===== src/rtl/apb_pkg.sv =====
// Shared defaults, register offsets and FSM state type for the APB register slave.
package apb_pkg;

  localparam int AW_DEF = 8;
  localparam int DW_DEF = 32;
  localparam int SW_DEF = DW_DEF / 8;

  localparam int unsigned CTRL_OFF    = 'h00;
  localparam int unsigned STATUS_OFF  = 'h04;
  localparam int unsigned SCRATCH_OFF = 'h08;
  localparam int unsigned ID_OFF      = 'h0C;

  localparam logic [31:0] ID_VALUE_DEF = 32'h0A9B_0001;

  typedef enum logic {
    IDLE,
    ACCESS
  } apb_state_e;

endpackage


===== src/rtl/apb_sts_sync.sv =====
// Two-flop synchroniser for the external status line with a rising-edge pulse
// taken from the synchronised side.
module apb_sts_sync (
  input  logic pclk,
  input  logic preset,
  input  logic i_sts,
  output logic o_sts_sync,
  output logic o_sts_rise
);

  logic r_meta;
  logic r_sync;
  logic r_prev;

  always_ff @(posedge pclk) begin
    if (preset) begin
      r_meta <= 1'b0;
      r_sync <= 1'b0;
      r_prev <= 1'b0;
    end else begin
      r_meta <= i_sts;
      r_sync <= r_meta;
      r_prev <= r_sync;
    end
  end

  assign o_sts_sync = r_sync;
  assign o_sts_rise = r_sync & ~r_prev;

endmodule


===== src/rtl/apb_reg_slave.sv =====
// APB register slave: CTRL/STATUS/SCRATCH/ID register file with programmable
// wait states and error responses for bad addresses and writes to ID.
module apb_reg_slave
  import apb_pkg::*;
#(
  parameter int             AW          = AW_DEF,
  parameter int             DW          = DW_DEF,
  parameter int             SW          = DW / 8,
  parameter int             WAIT_STATES = 1,
  parameter logic [DW-1:0]  ID_VALUE    = DW'(ID_VALUE_DEF)
) (
  input  logic          pclk,
  input  logic          preset,
  input  logic [AW-1:0] i_paddr,
  input  logic          i_pwrite,
  input  logic          i_psel,
  input  logic          i_penable,
  input  logic [DW-1:0] i_pwdata,
  input  logic [SW-1:0] i_pstrb,
  output logic [DW-1:0] o_prdata,
  output logic          o_pslverr,
  output logic          o_pready,
  output logic          o_hw_ctl,
  input  logic          i_hw_sts
);

  localparam int CW = (WAIT_STATES > 0) ? $clog2(WAIT_STATES + 1) : 1;

  apb_state_e    r_state;
  logic [CW-1:0] r_wait_cnt;
  logic [AW-1:0] r_addr;
  logic          r_write;
  logic [DW-1:0] r_wdata;
  logic [SW-1:0] r_strb;

  logic [DW-1:0] r_ctrl;
  logic [DW-1:0] r_scratch;
  logic          r_sticky;

  logic          w_sts_sync;
  logic          w_sts_rise;
  logic          w_complete;
  logic          w_aligned;
  logic          w_hit_ctrl;
  logic          w_hit_status;
  logic          w_hit_scratch;
  logic          w_hit_id;
  logic          w_err;
  logic          w_do_write;
  logic [DW-1:0] w_rdata;

  apb_sts_sync u_sts_sync (
    .pclk       (pclk),
    .preset     (preset),
    .i_sts      (i_hw_sts),
    .o_sts_sync (w_sts_sync),
    .o_sts_rise (w_sts_rise)
  );

  // Setup phase latches the request; a setup seen while still in ACCESS restarts the transfer.
  always_ff @(posedge pclk) begin
    if (preset) begin
      r_state    <= IDLE;
      r_wait_cnt <= '0;
      r_addr     <= '0;
      r_write    <= 1'b0;
      r_wdata    <= '0;
      r_strb     <= '0;
    end else begin
      case (r_state)
        IDLE: begin
          if (i_psel && !i_penable) begin
            r_state    <= ACCESS;
            r_wait_cnt <= CW'(WAIT_STATES);
            r_addr     <= i_paddr;
            r_write    <= i_pwrite;
            r_wdata    <= i_pwdata;
            r_strb     <= i_pstrb;
          end
        end
        ACCESS: begin
          if (!i_psel) begin
            r_state <= IDLE;
          end else if (!i_penable) begin
            r_wait_cnt <= CW'(WAIT_STATES);
            r_addr     <= i_paddr;
            r_write    <= i_pwrite;
            r_wdata    <= i_pwdata;
            r_strb     <= i_pstrb;
          end else if (r_wait_cnt != '0) begin
            r_wait_cnt <= r_wait_cnt - CW'(1);
          end else begin
            r_state <= IDLE;
          end
        end
        default: r_state <= IDLE;
      endcase
    end
  end

  assign w_complete    = (r_state == ACCESS) && i_psel && i_penable && (r_wait_cnt == '0);
  assign w_aligned     = (r_addr[1:0] == 2'b00);
  assign w_hit_ctrl    = (r_addr == AW'(CTRL_OFF));
  assign w_hit_status  = (r_addr == AW'(STATUS_OFF));
  assign w_hit_scratch = (r_addr == AW'(SCRATCH_OFF));
  assign w_hit_id      = (r_addr == AW'(ID_OFF));
  assign w_err         = !w_aligned
                       || !(w_hit_ctrl || w_hit_status || w_hit_scratch || w_hit_id)
                       || (r_write && w_hit_id);
  assign w_do_write    = w_complete && r_write && !w_err;

  always_comb begin
    w_rdata = '0;
    if (w_hit_ctrl)    w_rdata = r_ctrl;
    if (w_hit_status)  w_rdata = {{(DW-2){1'b0}}, r_sticky, w_sts_sync};
    if (w_hit_scratch) w_rdata = r_scratch;
    if (w_hit_id)      w_rdata = ID_VALUE;
  end

  // Byte-lane writes commit on the completion edge; a sticky set beats a same-cycle W1C.
  always_ff @(posedge pclk) begin
    if (preset) begin
      r_ctrl    <= '0;
      r_scratch <= '0;
      r_sticky  <= 1'b0;
    end else begin
      for (int b = 0; b < SW; b++) begin
        if (w_do_write && w_hit_ctrl && r_strb[b])
          r_ctrl[b*8 +: 8] <= r_wdata[b*8 +: 8];
        if (w_do_write && w_hit_scratch && r_strb[b])
          r_scratch[b*8 +: 8] <= r_wdata[b*8 +: 8];
      end
      if (w_sts_rise)
        r_sticky <= 1'b1;
      else if (w_do_write && w_hit_status && r_strb[0] && r_wdata[1])
        r_sticky <= 1'b0;
    end
  end

  assign o_pready  = w_complete;
  assign o_pslverr = w_complete && w_err;
  assign o_prdata  = (w_complete && !r_write && !w_err) ? w_rdata : '0;
  assign o_hw_ctl  = r_ctrl[0];

endmodule


===== config.mk =====
export PLATFORM = sky130hd
export DESIGN_NAME = apb_reg_slave
export DESIGN_NICKNAME = d
export VERILOG_FILES = /design/src/rtl/apb_pkg.sv /design/src/rtl/apb_sts_sync.sv /design/src/rtl/apb_reg_slave.sv
export SDC_FILE = /design/constraint.sdc
export NUM_CORES = 1
export LEC_CHECK = 0
export CORE_ASPECT_RATIO = 0.6
export CORE_UTILIZATION = 45
export DETAILED_ROUTE_END_ITERATION = 10
export PLACE_DENSITY = 0.76
export RECOVER_POWER = 100
export SLEW_MARGIN = 20
export SYNTH_ARGS = -nofsm -noshare
export SYNTH_HDL_FRONTEND = slang
export SYNTH_SLANG_ARGS = --single-unit

===== constraint.sdc =====
create_clock -name pclk -period 5.09 [get_ports pclk]
set_input_delay 1.018 -clock pclk [delete_from_list [all_inputs] [get_ports pclk]]
set_output_delay 1.018 -clock pclk [all_outputs]
set_load 0.05 [all_outputs]

======== Word-level counts from Yosys, hierarchy flattened ========
Cells that the tools add are included.
W data, S select, Z words.
cells by class
  add/subtract/negate cells ............... 1
  equality and inequality tests ........... 6
  mux-type cells .......................... 33
  bitwise gates (word level) .............. 4
  reductions and logical operators ........ 38
operator list
  cell                   number
  $mux W32               8
  $pmux W32 S2           1
  $mux W8                3
  $logic_and A1 B1 Y1    23
  $eq A8 B4 Y1 const B   2
  $pmux W8 S2            1
  $mux W1                13
  $mux W4                3
  $eq A8 B3 Y1 const B   1
  $logic_not A8 Y1       1
  $pmux W4 S2            1
  $ne A2 B2 Y1 const B   3
  $pmux W1 S2            3
  $logic_not A1 Y1       5
  $logic_or A1 B1 Y1     5
  $not A1 Y1             3
  $reduce_and A3 Y1      1
  $logic_not A2 Y1       1
  $reduce_and A2 Y1      1
  $reduce_bool A2 Y1     1
  $and A1 B1 Y1          1
  $sub A1 B1 Y1 const B  1
storage, ports and cells
  flip-flop bits (word level) ............. 115
  input port bits ......................... 50
  output and inout port bits .............. 35
  word-level logic and storage cells ...... 100

======== Depth between registers and ports, before layout ========
Gate-level depths: netlist (run 1).
  word-level depth ........................ 14
  mapped depth ............................ 6

======== Hierarchy ========
A second synthesis (run 1) with hierarchy kept.
second synthesis, totals
  cells, all modules ...................... 607
  area total of the unflattened synthesis .. 5,375.2 um^2
modules (own cells, without submodules)
  module         instances  cells an instance  area an instance (um^2)  sequential area each (um^2)
  apb_reg_slave  1          600                5,287.6                  2,242.2
  apb_sts_sync   1          7                  87.6                     60.1

======== Worst setup path before layout (run 1) ========
OpenSTA, ideal clock, no wires.
  path type ............................... in2out
  start ................................... input port i_penable
  end ..................................... output port o_prdata[31]
  arrival time ............................ 3.187 ns
  required time ........................... 4.072 ns
  slack ................................... 0.885 ns
  cell stages on the path ................. 4
  buffers on the path ..................... 1
  cells stage by stage .................... nand4b_1 -> or4_1 -> buf_2 -> a211oi_1
on the way
  longest elaborated chain between the ends .. 5
ends and longest elaborated chain
  element                            line                  RTL
  from (decl)                        apb_reg_slave.sv:17   input logic i_penable,
  $logic_and A1 B1 Y1 (2 in series)  apb_reg_slave.sv:101  assign w_complete = (r_state == ACCESS) && i_psel && i_penable && (r_wait_cnt == '0);
  $logic_and A1 B1 Y1 (2 in series)  apb_reg_slave.sv:142  assign o_prdata = (w_complete && !r_write && !w_err) ? w_rdata : '0;
  $mux W32                           apb_reg_slave.sv:142
  to (decl)                          apb_reg_slave.sv:20   output logic [DW-1:0] o_prdata,
Every way passes these cells.

======== Worst setup path in the final report (run 1) ========
  start ................................... input port i_psel
  end ..................................... output port o_prdata[25]
on the way
  longest elaborated chain between the ends .. 6
ends and longest elaborated chain
  element                            line                  RTL
  from (decl)                        apb_reg_slave.sv:16   input logic i_psel,
  $logic_and A1 B1 Y1 (3 in series)  apb_reg_slave.sv:101
  $logic_and A1 B1 Y1 (2 in series)  apb_reg_slave.sv:142
  $mux W32                           apb_reg_slave.sv:142
Every way passes these cells.

==> run summary, run 1 <==
Layout cells sized above 1: 11.31%
First-pass GRT wire length: 23120 µm
# hold bufs at CTS: 0
Synth Net Count: 661
Max Clock Skew: 7.497 ps
Num Clock Sinks: 115
Final Wtd Congestion: 0.7718
DRT antenna net count: 0
RSZ-0062 raised after global routing: false
Outcome: finished with violations
Post-synth EDFFs: 0
TritonCTS buffer count: 17
Cells along the critical path: dlygate4sd3_1, nand4b_1, buf_4, or4_1, clkbuf_1, a21oi_1, clkbuf_1
CP max stage delay: 640 ps
Pre-CTS setup slack: 902.3 ps
Core Util, Final: 61.07%
Pwr Total: 2.341 mW
Simple-gate portion of the synthesized area: 29.39%
Violated checks: max-capacitance violations, max-slew violations
Synth Area in Compound Gates: 11.45%
Die Width: 143.6 µm
Ports: 85
Row cnt: 30
Count of final hold-check violations: 0
Register bit count reported by yosys: 115
Syn_area_per_cell: 8.857 µm²
Initial antenna violation count: 0
# fillers: 982
DIE AREA: 12480 µm²
Worst-path fanout max: 12
Total GRT Usage: 24.39%
Post-DR wirelength/cell: 16.93 µm
Iter 0 DRT Violations: 329
Largest family of logic cells by synthesized area: simple AND/OR/NAND/NOR gates
Total via count after detailed routing: 4622
Worst slew margin: -51.10%
CP Capture Type: primary output
Die Span Y: 86.95 µm
FFs w/ async S/R, synth: 0%
Biggest area consumer among synthesized cells: dfxtp_1
Fmax: 220.9 MHz
Max-Cap Viols: 2
Worst vdd ir: 0.2640 mV
Seq/Total Area, Yosys: 42.54%
CP most frequent cell: clkbuf_1
Netlist cell types: 36
Post-synthesis mux area share: 12.23%
Worst path arrival time: 3510 ps
DR DRC count: 0
Top-count cell post-synth: dfxtp_1
Critical path data required time: 4070 ps
Setup TNS: 0 ps
Clock Pin Slew Worst Setup and Hold Paths: 50 ps
Worst R2R Setup Slack: 2770 ps
Core area: 11490 µm²
Final setup viols: 0
Yosys warns: 0
Vias in the first global route: 4627
Root Buffer: clkbuf_16
Post-DP HPWL: 8815 µm
LEAKAGE: 2.448 nW
Largest cells by area after synthesis: dfxtp_1 (43%), mux2i_1 (12%), nand2b_1 (11%), nand2_1 (7.0%), a211oi_2 (5.1%)
Area share of the largest cell type after synthesis: 42.54%
Period utilization: 88.93%
Largest net degree at the start of global routing: 148
Crit start category: primary input
Max Buffers Root-to-Sink: 2
Hold Path Class: flip-flop to flip-flop
First drt pass iteration count: 5
Pwr/cell area: 333.8 nW/µm²
CTS H-tree depth: 4
IO Port Bufs: 84
Setup WS post-layout: 563.3 ps
Setup Buffers After CTS: 0
Final net count: 718
Synth Area in XOR/XNOR: 0%
Cell Area, Synth: 5411 µm²
CTS tree: done
Initial Util: 47.11%
Total grt overflow: 0
Routed Wire Length: 14230 µm
Commonest register cell after synthesis: dfxtp_1
Tightest Pin Transition: 2266 ps
Gate Count Post-Synth: 611
Max-slew violation count: 195
Post-CTS Resized: 0
Vias per Instance: 5.496
Adder-Cell Fraction of Synth Area: 0%
# diodes: 0
Skew-Pair Late Insertion Delay: 410 ps
Crit path kind: primary input to primary output
Synth top cells by count: dfxtp_1 (115), nand2_1 (101), nand2b_1 (99), mux2i_1 (65), a21oi_1 (55)
Syn-to-layout area delta: 29.62%
Slowest CP cell: dlygate4sd3_1
Final min period: 4527 ps
## metal layers
| metal | track usage, % | wire, µm | vias to the layer above |
|---|---|---|---|
| met1 | 32.50 | 6778 | 2222 |
| met5 | 0 | 0 | - |
| met4 | 9.091 | 158 | 0 |
| met3 | 6.377 | 968 | 14 |
| met2 | 38.04 | 6327 | 152 |
| li1 | - | - | 2234 |
## registers in the layout, summed over array words and instances (netlist names)
| register | count |
|---|---|
| r_sticky | 1 |
| u_sts_sync.o_sts_sync | 1 |
| r_state | 1 |
| r_addr | 8 |
| r_ctrl | 32 |
| r_wdata | 32 |
| r_strb | 4 |
| r_wait_cnt | 1 |
| u_sts_sync.r_prev | 1 |
| r_write | 1 |
| u_sts_sync.r_meta | 1 |
| r_scratch | 32 |
## kinds of logic after synthesis
group | after synthesis
AO/OA/AOI/OAI | 89
buffers and inverters | 56
flip-flops | 115
multiplexers | 66
AND/OR/NAND/NOR | 285
## cells in the final DEF, fill, tap and decap left out, drive strengths merged, types with 3 or more instances in the layout
cell,n
buf,32
clkdlybuf4s50,47
nand3,24
nor3,3
nor2,3
nor2b,6
dfxtp,115
clkinvlp,5
clkbuf,29
dlygate4sd3,4
nor4,5
clkinv,5
nor4bb,4
nand4,28
mux2i,65
o21ai,7
nand4b,4
nand2b,99
nand2,101
a211oi,23
bufinv,3
a21oi,55
## final cells by class
type                       instances  area [µm²]  area share (%)
multi-input combinational        440        2784           39.69
clock inverter                    12       155.1           2.212
tap                              160       200.2           2.854
inverter                           2       7.507          0.1070
sequential                       115        2302           32.82
clock buffer                      20       466.7           6.654
timing repair buffer              92        1099           15.66
## power breakdown
| group | leakage (nW) | switching, mW | internal (mW) |
|---|---|---|---|
| logic | 1.23 | 0.0974 | 0.0722 |
| clock network | 0.290 | 0.427 | 0.807 |
| registers | 0.932 | 0.0182 | 0.920 |
## through the flow
step / hold WS, ps / cells / cell area [µm²]
after floorplan: 413.8 / 611 / 5411
after global placement: 433.5 / 809 / 6628
after detailed placement: 450.4 / 809 / 6628
after CTS: 457.9 / 841 / 7249
after global routing: 472.1 / 841 / 7014
final: 456.1 / 841 / 7014
## worst max-delay path: cells and delay by family
kind	cells	cell delay (ps)
and+or+nand+nor	2	560
buffers and inverters	4	1670
AOI/OAI and AO/OA	1	250
## worst paths after layout
| kind | startpoint | to | cells after the start |
|---|---|---|---|
| worst max register to register | r_addr[7]$_SDFFE_PP0P_ | r_ctrl[17]$_SDFFE_PP0P_ | 4 |
| worst max-delay path | i_psel | o_prdata[25] | 7 |
| worst min-delay path | r_wdata[11]$_SDFFE_PP0P_ | r_wdata[11]$_SDFFE_PP0P_ | 2 |
| worst min register to register | r_wdata[11]$_SDFFE_PP0P_ | r_wdata[11]$_SDFFE_PP0P_ | 2 |
No activity file was read; power rests on OpenSTA's default activity.
==> run 2, diff against run 1 <==
Settings changed: GPL_TIMING_DRIVEN set to 1.
==> results of run 2 <==
Same layout as run 1: the final DEF is identical, and so are final timing and power.
==> run 3, diff against run 2 <==
Settings changed: CORE_MARGIN set to 3, CORE_UTILIZATION 45 to 58, CTS_BUF_LIST set to sky130_fd_sc_hd__clkbuf_8, PLACE_DENSITY 0.76 to 0.92.
==> run 3 against run 2 <==
  * The flow still finishes with violations (max-capacitance violations, max-slew violations)
  * Die area fell by 15%
  * Hold slack better by 2.3 ps
  * Highest routed layer is now met5
  * Critical path depth unchanged
==> run summary, run 3 (synthesized netlist as in run 1, its figures left out) <==
Final setup viols: 0
Iter 0 DRT Violations: 510
Tightest Pin Transition: 2287 ps
Initial antenna violation count: 1
DRT antenna net count: 0
Hold Path Stages: 2
Max Clock Skew: 9.580 ps
Worst-path fanout max: 22
Clock Pin Slew Worst Setup and Hold Paths: 60 ps
# fillers: 581
DIE AREA: 10560 µm²
Setup Buffers After CTS: 0
Routed Wire Length: 15780 µm
Vias per Instance: 6.177
Die Width: 130.7 µm
Die Span Y: 80.82 µm
Total GRT Usage: 30.11%
Max Buffers Root-to-Sink: 2
Final Wtd Congestion: 0.8177
RSZ-0062 raised after global routing: false
Pwr Total: 1.935 mW
First drt pass iteration count: 5
Worst R2R Setup Slack: 2690 ps
Period utilization: 93.30%
IO Port Bufs: 84
CP Capture Type: primary output
CTS H-tree depth: 4
Syn-to-layout area delta: 24.88%
Core Util, Final: 76.94%
Post-CTS Resized: 0
Largest net degree at the start of global routing: 148
Vias in the first global route: 5002
Most common cell after layout, fill and taps aside: dfxtp_1
Count of final hold-check violations: 0
Total grt overflow: 0
Initial Util: 61.61%
Max-slew violation count: 148
Final min period: 4749 ps
Worst R2R End: r_ctrl[13]$_SDFFE_PP0P_
Outcome: finished with violations
RR Startpoint: r_addr[7]$_SDFFE_PP0P_
Num Clock Sinks: 115
Max-Cap Viols: 1
Final net count: 719
Core area: 8783 µm²
Hold Path Sink: r_wdata[8]$_SDFFE_PP0P_
Critical path data required time: 4070 ps
Hold Path Class: flip-flop to flip-flop
Post-DR wirelength/cell: 19.95 µm
Worst path arrival time: 3730 ps
Skew-Pair Late Insertion Delay: 430 ps
Non-filler cells, final: 791
Layout cells sized above 1: 11.19%
Worst slew margin: -52.44%
Total via count after detailed routing: 4886
Setup TNS: 0 ps
Violated checks: max-capacitance violations, max-slew violations
Hold path start: r_wdata[8]$_SDFFE_PP0P_
# hold bufs at CTS: 0
Crit path kind: primary input to primary output
# diodes: 0
Root Buffer: clkbuf_8
TritonCTS buffer count: 17
First-pass GRT wire length: 24540 µm
LEAKAGE: 2.381 nW
Hold WS: 458.3 ps
Crit start category: primary input
Ports: 85
Largest regs: r_ctrl: 32 flops, r_scratch: 32 flops, r_wdata: 32 flops
Post-DP HPWL: 9522 µm
Most frequent cells in the layout: dfxtp_1 (115), nand2_1 (101), nand2b_1 (99), mux2i_1 (65), a21oi_1 (55)
Worst vdd ir: 0.1531 mV
DR DRC count: 0
Pwr/cell area: 286.4 nW/µm²
CTS tree: done
Reg2reg path depth: 4
Fmax: 210.6 MHz
Placed Cells: 761
Row cnt: 26
run 3: changes by cell type in the layout (fill, tap and decap cells not counted), moves of 3 or more:
cell / previous run / this run
clkinvlp_4: 5 / 0
a211oi_1: 22 / 16
clkbuf_16: 17 / 0
clkbuf_8: 3 / 20
a211oi_2: 1 / 7
inv_1: 1 / 4
run 3: final cells by class:
| class | instances | area [µm²] | share of cell area, % |
|---|---|---|---|
| Timing Repair Buffer | 93 | 1131 | 16.74 |
| Clock buffer | 20 | 275.3 | 4.073 |
| Inverter | 2 | 7.507 | 0.1111 |
| Multi-Input combinational cell | 440 | 2810 | 41.58 |
| Clock inverter | 9 | 91.34 | 1.352 |
| Sequential cell | 115 | 2302 | 34.07 |
| Tap cell | 112 | 140.1 | 2.074 |
run 3: worst max-delay path, cell delays in order:
cell	delay [ps]
dlygate4sd3_1	650
nand4b_1	130
buf_4	190
or4_1	680
buf_12	290
nor4b_1	550
buf_12	220
run 3: metal layers:
| layer | track usage, % | routed length [µm] | vias up |
|---|---|---|---|
| li1 | - | - | 2218 |
| met4 | 13.35 | 300 | 2 |
| met2 | 50.56 | 7550 | 259 |
| met3 | 8.870 | 1422 | 37 |
| met5 | 0 | 13 | - |
| met1 | 36.09 | 6493 | 2370 |
run 3: how the worst max path moves through the flow:
stage,startpoint,endpoint,cells past startpoint
after floorplan,i_penable,o_prdata[31],4
after global placement,i_penable,o_prdata[31],7
after detailed placement,i_penable,o_prdata[1],7
after CTS,i_penable,o_prdata[1],7
after global routing,i_penable,o_prdata[1],7
final,i_penable,o_prdata[1],7
run 3: metrics by stage:
| step | setup WS (ps) | cell area [µm²] |
|---|---|---|
| 6_report | 341.0 | 6758 |
| 3_3_place_gp | 691.0 | 6578 |
| 4_1_cts | 606.7 | 6944 |
| 5_1_grt | 276.9 | 6758 |
| 2_1_floorplan | 884.7 | 5411 |
| 3_5_place_dp | 621.1 | 6578 |
run 3: power by group:
group / switching [mW] / total (mW) / internal [mW] / leakage, nW
Sequential: 0.0184 / 0.937 / 0.918 / 0.932
Combinational: 0.100 / 0.174 / 0.0740 / 1.24
Clock: 0.367 / 0.824 / 0.457 / 0.204
